### src/rtl/peasant_mult_arbiter_if.sv
// Bundle of request, multiplier-side and response signals for peasant_mult_arbiter.
// The slave modport is the arbiter's view; master is the surrounding environment.
interface peasant_mult_arbiter_if #(
    parameter int N    = 16,
    parameter int NREQ = 4,
    parameter int IDW  = $clog2(NREQ)
);
    logic [NREQ-1:0]   req_valid_i;
    logic [NREQ*N-1:0] req_a_i;
    logic [NREQ*N-1:0] req_b_i;
    logic [NREQ-1:0]   req_ready_o;
    logic              mul_load_o;
    logic [N-1:0]      mul_a_o;
    logic [N-1:0]      mul_b_o;
    logic              mul_done_i;
    logic [2*N-1:0]    mul_y_i;
    logic              rsp_valid_o;
    logic              rsp_ready_i;
    logic [IDW-1:0]    rsp_id_o;
    logic [2*N-1:0]    rsp_y_o;
    logic              busy_o;

    modport slave (
        input  req_valid_i, req_a_i, req_b_i, mul_done_i, mul_y_i, rsp_ready_i,
        output req_ready_o, mul_load_o, mul_a_o, mul_b_o, rsp_valid_o, rsp_id_o,
               rsp_y_o, busy_o
    );

    modport master (
        output req_valid_i, req_a_i, req_b_i, mul_done_i, mul_y_i, rsp_ready_i,
        input  req_ready_o, mul_load_o, mul_a_o, mul_b_o, rsp_valid_o, rsp_id_o,
               rsp_y_o, busy_o
    );
endinterface

### src/rtl/peasant_mult_arbiter.sv
// Round-robin sharing of one shift-add multiplier among NREQ requesters.
// Optional macro PEASANT_ARB_ZERO_BYPASS_EN: zero operands skip the multiplier.
module peasant_mult_arbiter #(
    parameter int N    = 16,
    parameter int NREQ = 4,
    parameter int IDW  = $clog2(NREQ)
) (
    input  logic                   clk_i,
    input  logic                   rst_i,
    peasant_mult_arbiter_if.slave  arb
);
    typedef enum logic [1:0] {IDLE, LOAD, RUN, RESP} state_t;

    state_t          state_q, state_d;
    logic [IDW-1:0]  ptr_q, ptr_d;
    logic [IDW-1:0]  id_q, id_d;
    logic [N-1:0]    a_q, a_d;
    logic [N-1:0]    b_q, b_d;
    logic [2*N-1:0]  y_q, y_d;
    logic            run_arm_q, run_arm_d;
    logic            load_q, load_d;
    logic            busy_q, busy_d;
    logic            rsp_valid_q, rsp_valid_d;

    logic            grant_any;
    logic [IDW-1:0]  grant_idx;
    logic [N-1:0]    sel_a, sel_b;
    logic [NREQ-1:0] grant;
    int              ptr_i;

    // Search ptr+1..NREQ-1 first, then wrap to 0..ptr.
    always_comb begin
        grant_any = 1'b0;
        grant_idx = '0;
        sel_a     = '0;
        sel_b     = '0;
        ptr_i     = int'(ptr_q);
        for (int j = 0; j < NREQ; j++) begin
            if (!grant_any && (j > ptr_i) && arb.req_valid_i[j]) begin
                grant_any = 1'b1;
                grant_idx = IDW'(j);
                sel_a     = arb.req_a_i[j*N +: N];
                sel_b     = arb.req_b_i[j*N +: N];
            end
        end
        for (int j = 0; j < NREQ; j++) begin
            if (!grant_any && (j <= ptr_i) && arb.req_valid_i[j]) begin
                grant_any = 1'b1;
                grant_idx = IDW'(j);
                sel_a     = arb.req_a_i[j*N +: N];
                sel_b     = arb.req_b_i[j*N +: N];
            end
        end
    end

    // The grant is combinational so the handshake completes in the IDLE cycle itself.
    assign grant = (rst_i && (state_q == IDLE) && grant_any)
                   ? (NREQ'(1) << grant_idx) : '0;

    always_comb begin
        state_d   = state_q;
        ptr_d     = ptr_q;
        id_d      = id_q;
        a_d       = a_q;
        b_d       = b_q;
        y_d       = y_q;
        run_arm_d = run_arm_q;
        unique case (state_q)
            IDLE: begin
                if (grant_any) begin
                    ptr_d = grant_idx;
                    id_d  = grant_idx;
                    a_d   = sel_a;
                    b_d   = sel_b;
`ifdef PEASANT_ARB_ZERO_BYPASS_EN
                    if ((sel_a == '0) || (sel_b == '0)) begin
                        y_d     = '0;
                        state_d = RESP;
                    end else begin
                        state_d = LOAD;
                    end
`else
                    state_d = LOAD;
`endif
                end
            end
            LOAD: begin
                run_arm_d = 1'b0;
                state_d   = RUN;
            end
            RUN: begin
                // done may still be high from the previous job during the first RUN cycle.
                if (run_arm_q && arb.mul_done_i) begin
                    y_d     = arb.mul_y_i;
                    state_d = RESP;
                end else begin
                    run_arm_d = 1'b1;
                end
            end
            RESP: begin
                if (arb.rsp_ready_i) begin
                    state_d = IDLE;
                end
            end
            default: state_d = IDLE;
        endcase
        load_d      = (state_d == LOAD);
        busy_d      = (state_d != IDLE);
        rsp_valid_d = (state_d == RESP);
    end

    always_ff @(posedge clk_i) begin
        if (!rst_i) begin
            state_q     <= IDLE;
            ptr_q       <= IDW'(NREQ - 1);
            id_q        <= '0;
            a_q         <= '0;
            b_q         <= '0;
            y_q         <= '0;
            run_arm_q   <= 1'b0;
            load_q      <= 1'b0;
            busy_q      <= 1'b0;
            rsp_valid_q <= 1'b0;
        end else begin
            state_q     <= state_d;
            ptr_q       <= ptr_d;
            id_q        <= id_d;
            a_q         <= a_d;
            b_q         <= b_d;
            y_q         <= y_d;
            run_arm_q   <= run_arm_d;
            load_q      <= load_d;
            busy_q      <= busy_d;
            rsp_valid_q <= rsp_valid_d;
        end
    end

    assign arb.req_ready_o = grant;
    assign arb.mul_load_o  = load_q;
    assign arb.mul_a_o     = a_q;
    assign arb.mul_b_o     = b_q;
    assign arb.rsp_valid_o = rsp_valid_q;
    assign arb.rsp_id_o    = id_q;
    assign arb.rsp_y_o     = y_q;
    assign arb.busy_o      = busy_q;
endmodule
### src/flat_wrapper.sv
// flat-port wrapper written by rule: the top's interface ports become plain ports
module peasant_mult_arbiter_flat 
#(
    parameter int N    = 16,
    parameter int NREQ = 4,
    parameter int IDW  = $clog2(NREQ)
)
  (clk_i, rst_i, arb_req_valid_i, arb_req_a_i, arb_req_b_i, arb_mul_done_i, arb_mul_y_i, arb_rsp_ready_i, arb_req_ready_o, arb_mul_load_o, arb_mul_a_o, arb_mul_b_o, arb_rsp_valid_o, arb_rsp_id_o, arb_rsp_y_o, arb_busy_o);
  peasant_mult_arbiter_if #(.N(N), .NREQ(NREQ), .IDW(IDW)) arb_i ();
  input  logic clk_i;
  input  logic rst_i;
  input wire logic [$bits(arb_i.req_valid_i)-1:0] arb_req_valid_i;
  input wire logic [$bits(arb_i.req_a_i)-1:0] arb_req_a_i;
  input wire logic [$bits(arb_i.req_b_i)-1:0] arb_req_b_i;
  input wire logic [$bits(arb_i.mul_done_i)-1:0] arb_mul_done_i;
  input wire logic [$bits(arb_i.mul_y_i)-1:0] arb_mul_y_i;
  input wire logic [$bits(arb_i.rsp_ready_i)-1:0] arb_rsp_ready_i;
  output wire logic [$bits(arb_i.req_ready_o)-1:0] arb_req_ready_o;
  output wire logic [$bits(arb_i.mul_load_o)-1:0] arb_mul_load_o;
  output wire logic [$bits(arb_i.mul_a_o)-1:0] arb_mul_a_o;
  output wire logic [$bits(arb_i.mul_b_o)-1:0] arb_mul_b_o;
  output wire logic [$bits(arb_i.rsp_valid_o)-1:0] arb_rsp_valid_o;
  output wire logic [$bits(arb_i.rsp_id_o)-1:0] arb_rsp_id_o;
  output wire logic [$bits(arb_i.rsp_y_o)-1:0] arb_rsp_y_o;
  output wire logic [$bits(arb_i.busy_o)-1:0] arb_busy_o;
  assign arb_i.req_valid_i = arb_req_valid_i;
  assign arb_i.req_a_i = arb_req_a_i;
  assign arb_i.req_b_i = arb_req_b_i;
  assign arb_i.mul_done_i = arb_mul_done_i;
  assign arb_i.mul_y_i = arb_mul_y_i;
  assign arb_i.rsp_ready_i = arb_rsp_ready_i;
  assign arb_req_ready_o = arb_i.req_ready_o;
  assign arb_mul_load_o = arb_i.mul_load_o;
  assign arb_mul_a_o = arb_i.mul_a_o;
  assign arb_mul_b_o = arb_i.mul_b_o;
  assign arb_rsp_valid_o = arb_i.rsp_valid_o;
  assign arb_rsp_id_o = arb_i.rsp_id_o;
  assign arb_rsp_y_o = arb_i.rsp_y_o;
  assign arb_busy_o = arb_i.busy_o;
  peasant_mult_arbiter #(.N(N), .NREQ(NREQ), .IDW(IDW)) u_core (.clk_i(clk_i), .rst_i(rst_i), .arb(arb_i));
endmodule
### config.mk
export PLATFORM = sky130hd
export DESIGN_NAME = peasant_mult_arbiter_flat
export DESIGN_NICKNAME = d
export VERILOG_FILES = /design/src/rtl/peasant_mult_arbiter_if.sv /design/src/rtl/peasant_mult_arbiter.sv /design/src/flat_wrapper.sv
export SDC_FILE = /design/constraint.sdc
export NUM_CORES = 1
export LEC_CHECK = 0
export CAP_MARGIN = 10
export CORE_MARGIN = 2
export CORE_UTILIZATION = 36
export DETAILED_ROUTE_END_ITERATION = 12
export PLACE_DENSITY = 0.77
export SLEW_MARGIN = 5
export SYNTH_ARGS = -nofsm -noshare
export SYNTH_HDL_FRONTEND = slang
export SYNTH_SLANG_ARGS = --single-unit
### constraint.sdc
create_clock -name clk_i -period 3.5 [get_ports clk_i]
set_clock_uncertainty 0.05 [all_clocks]
set_input_delay 1.05 -clock clk_i [delete_from_list [all_inputs] [get_ports clk_i]]
set_output_delay 1.05 -clock clk_i [all_outputs]
set_load 0.005 [all_outputs]
==> metrics.txt <==
Setup crit end kind primary output; ys async rst share 0; CTS tree built; Crit Path Category input port to primary output; DRC Markers 0; CTS Buf Count 9; Final Max Slew Viols 0; startpoint types input port; total negative setup slack 0 ps; outcome finished, final reports clean; flop2flop setup slack 980 ps; # setup viols final 0; Synth cell types between 40 and 50; Initial DRT Pass Iterations 5; fin nets 1025; worst vdd ir 0.202 mV; starting density of the core 0.366; top-area cell type share of the netlist area 0.322; Clock transition at path regs 60 ps; mapped cell area between 4000 and 5000 um^2; register area 1480 um^2; Die Y 117 um; Post-Syn Nets approximately 800; I/O Buffers 240; area of the multi-input gates 2890 um^2; first-pass GRT wire length 29600 um; most common cell after layout, fill and taps aside clkdlybuf4s50_1; number of synthesized register bits 74; vias in the first global route 6081; Req. time, crit path 2400 ps; Routed Wire Length 19500 um; Iteration-0 DRC Markers roughly 640; Final Cycle Share 0.978; H-tree depth 3; Longest Clk Path Bufs 2; Peak Freq between 0.2 and 0.3 GHz; Critical Path AT 2320 ps; root buffer cell clkbuf_16; CP max FO 2; n_diodes 0; Filler cells 1106; largest net degree at the start of global routing 76; Seq/Total Area, Yosys 0.322; dpl hpwl 13700 um; PD cells 413 nW/um^2; EDFF count, synth 0; vias 6046; syn avg cell area 7.32 um^2; gate count after technology mapping ~630; row count 41; worst-skew pair later-pin latency 340 ps; Routed WL per cell 18.9 um; CTS sink cnt 74; Leak 2.66 nW; YS warnings 0; final hold viol count 0; area grow syn2layout 65.9%; layout cell share with drive strength beyond 1 0.0951; min Tclk post-route 3420 ps; GR Overflow Total 0; die area 13700 um^2; worst min path class register to register; width of the die 117 um; Max Cap Viol 0; post-route antenna net violation count 0; gp weighted congestion 0.888; Area contributors post-synth dfxtp_1 32%, nand2_1 8.5%, nand3_1 5.7%; Layout Utilization 0.607; antenna violations before repair 0; Max-Slew Margin vs Limit 0.294; most frequent cells in the layout 231 x clkdlybuf4s50_1, 103 x nand2_1, 74 x dfxtp_1; post-synth top area cell dfxtp_1; Via density 5.85; Top FF cell, synth dfxtp_1; IO Pins 241; Tot GR Track Use 0.274; core area about 13000 um^2; CTS Hold Bufs 0; worst slew pin tran 1060 ps
metal layers:
metal | vias up | part of all wire | GRT usage
met5 | - | 0 | 0
met4 | 0 | 0.028 | 0.125
met3 | 57 | 0.11 | 0.0536
met2 | 434 | 0.48 | 0.487
met1 | 2753 | 0.38 | 0.317
li1 | 2802 | - | -
where the power goes:
part / leakage [nW] / switching [mW] / internal, mW
clock: 0.149 / 0.381 / 0.573
combinational: 1.90 / 0.561 / 0.611
sequential: 0.606 / 0.0804 / 0.941
final cells by class:
type	instances	area share
multi-input combinational	482	0.379
timing repair buffer	283	0.355
sequential	74	0.194
clock buffer	10	0.0313
tap	172	0.0282
clock inverter	6	0.00853
inverter	7	0.00345
kinds of logic (layout without fill, tap and decap cells):
| kind of cell | Yosys count | count (layout) | share of synthesized area |
|---|---|---|---|
| buf+inv | 72 | 306 | 0.0634 |
| compound gates | 281 | 281 | 0.410 |
| simple gates | 200 | 200 | 0.202 |
| flops | 74 | 74 | 0.322 |
| fa+ha+maj | 1 | 1 | 0.00218 |
state kept, by name, indices dropped and copies added (netlist names):
signal                  count
u_core.arb.mul_b_o         16
u_core.ptr_q                2
u_core.arb.rsp_y_o         32
u_core.arb.rsp_id_o         2
u_core.state_q              2
u_core.arb.mul_a_o         16
u_core.arb.mul_load_o       1
u_core.arb.busy_o           1
u_core.run_arm_q            1
u_core.arb.rsp_valid_o      1
worst max-delay path: stages:
cell and delay (ps):
clkbuf_2 100, or3b_4 390, or3_4 380, and2_4 150, nor3_2 130, buf_2 130
cell usage after synthesis (7+ instances only):
library cell,count
nand2_1,104
dfxtp_1,74
clkbuf_1,56
nand3_1,52
a21oi_1,48
a21boi_0,34
a22oi_1,31
o21ai_0,31
a211oi_1,30
o22ai_1,30
o2bb2ai_1,20
o31ai_1,20
a21o_1,12
nor2_1,9
o21ai_1,8
inv_1,7
through the flow:
stage / total power [mW] / area, um^2 / worst slack [ps] / hold WS (ps) / cells
finish: 3.15 / 7630 / 76.9 / 420 / 1034
global route: 3.29 / 7630 / -12.1 / 442 / 1034
CTS: 3.14 / 7620 / 2.47 / 423 / 1033
detailed placement: 2.18 / 7290 / -638 / 415 / 1016
global placement: 2.15 / 7290 / -596 / 403 / 1016
floorplan: 1.55 / 4620 / 17.9 / 410 / 628
final timing paths:
path	startpoint	end	cells past startpoint
worst min-delay path	u_core.arb.rsp_y_o[11]	u_core.arb.rsp_y_o[11]	2
worst min register to register	u_core.arb.rsp_y_o[11]	u_core.arb.rsp_y_o[11]	2
worst max register to register	u_core.ptr_q[1]	u_core.arb.mul_a_o[12]	6
worst max-delay path	arb_req_valid_i[0]	arb_req_ready_o[3]	6
timing repair:
action | 4_1_cts | 5_1_grt
endpoints found under the setup margin | 4 | 4
pin swaps | 6 | 5
endpoints found under the hold margin | 0 | 0
gates resized for setup | 28 | 6
buffers inserted | 2 | 1
No activity file was read; power rests on OpenSTA's default activity.
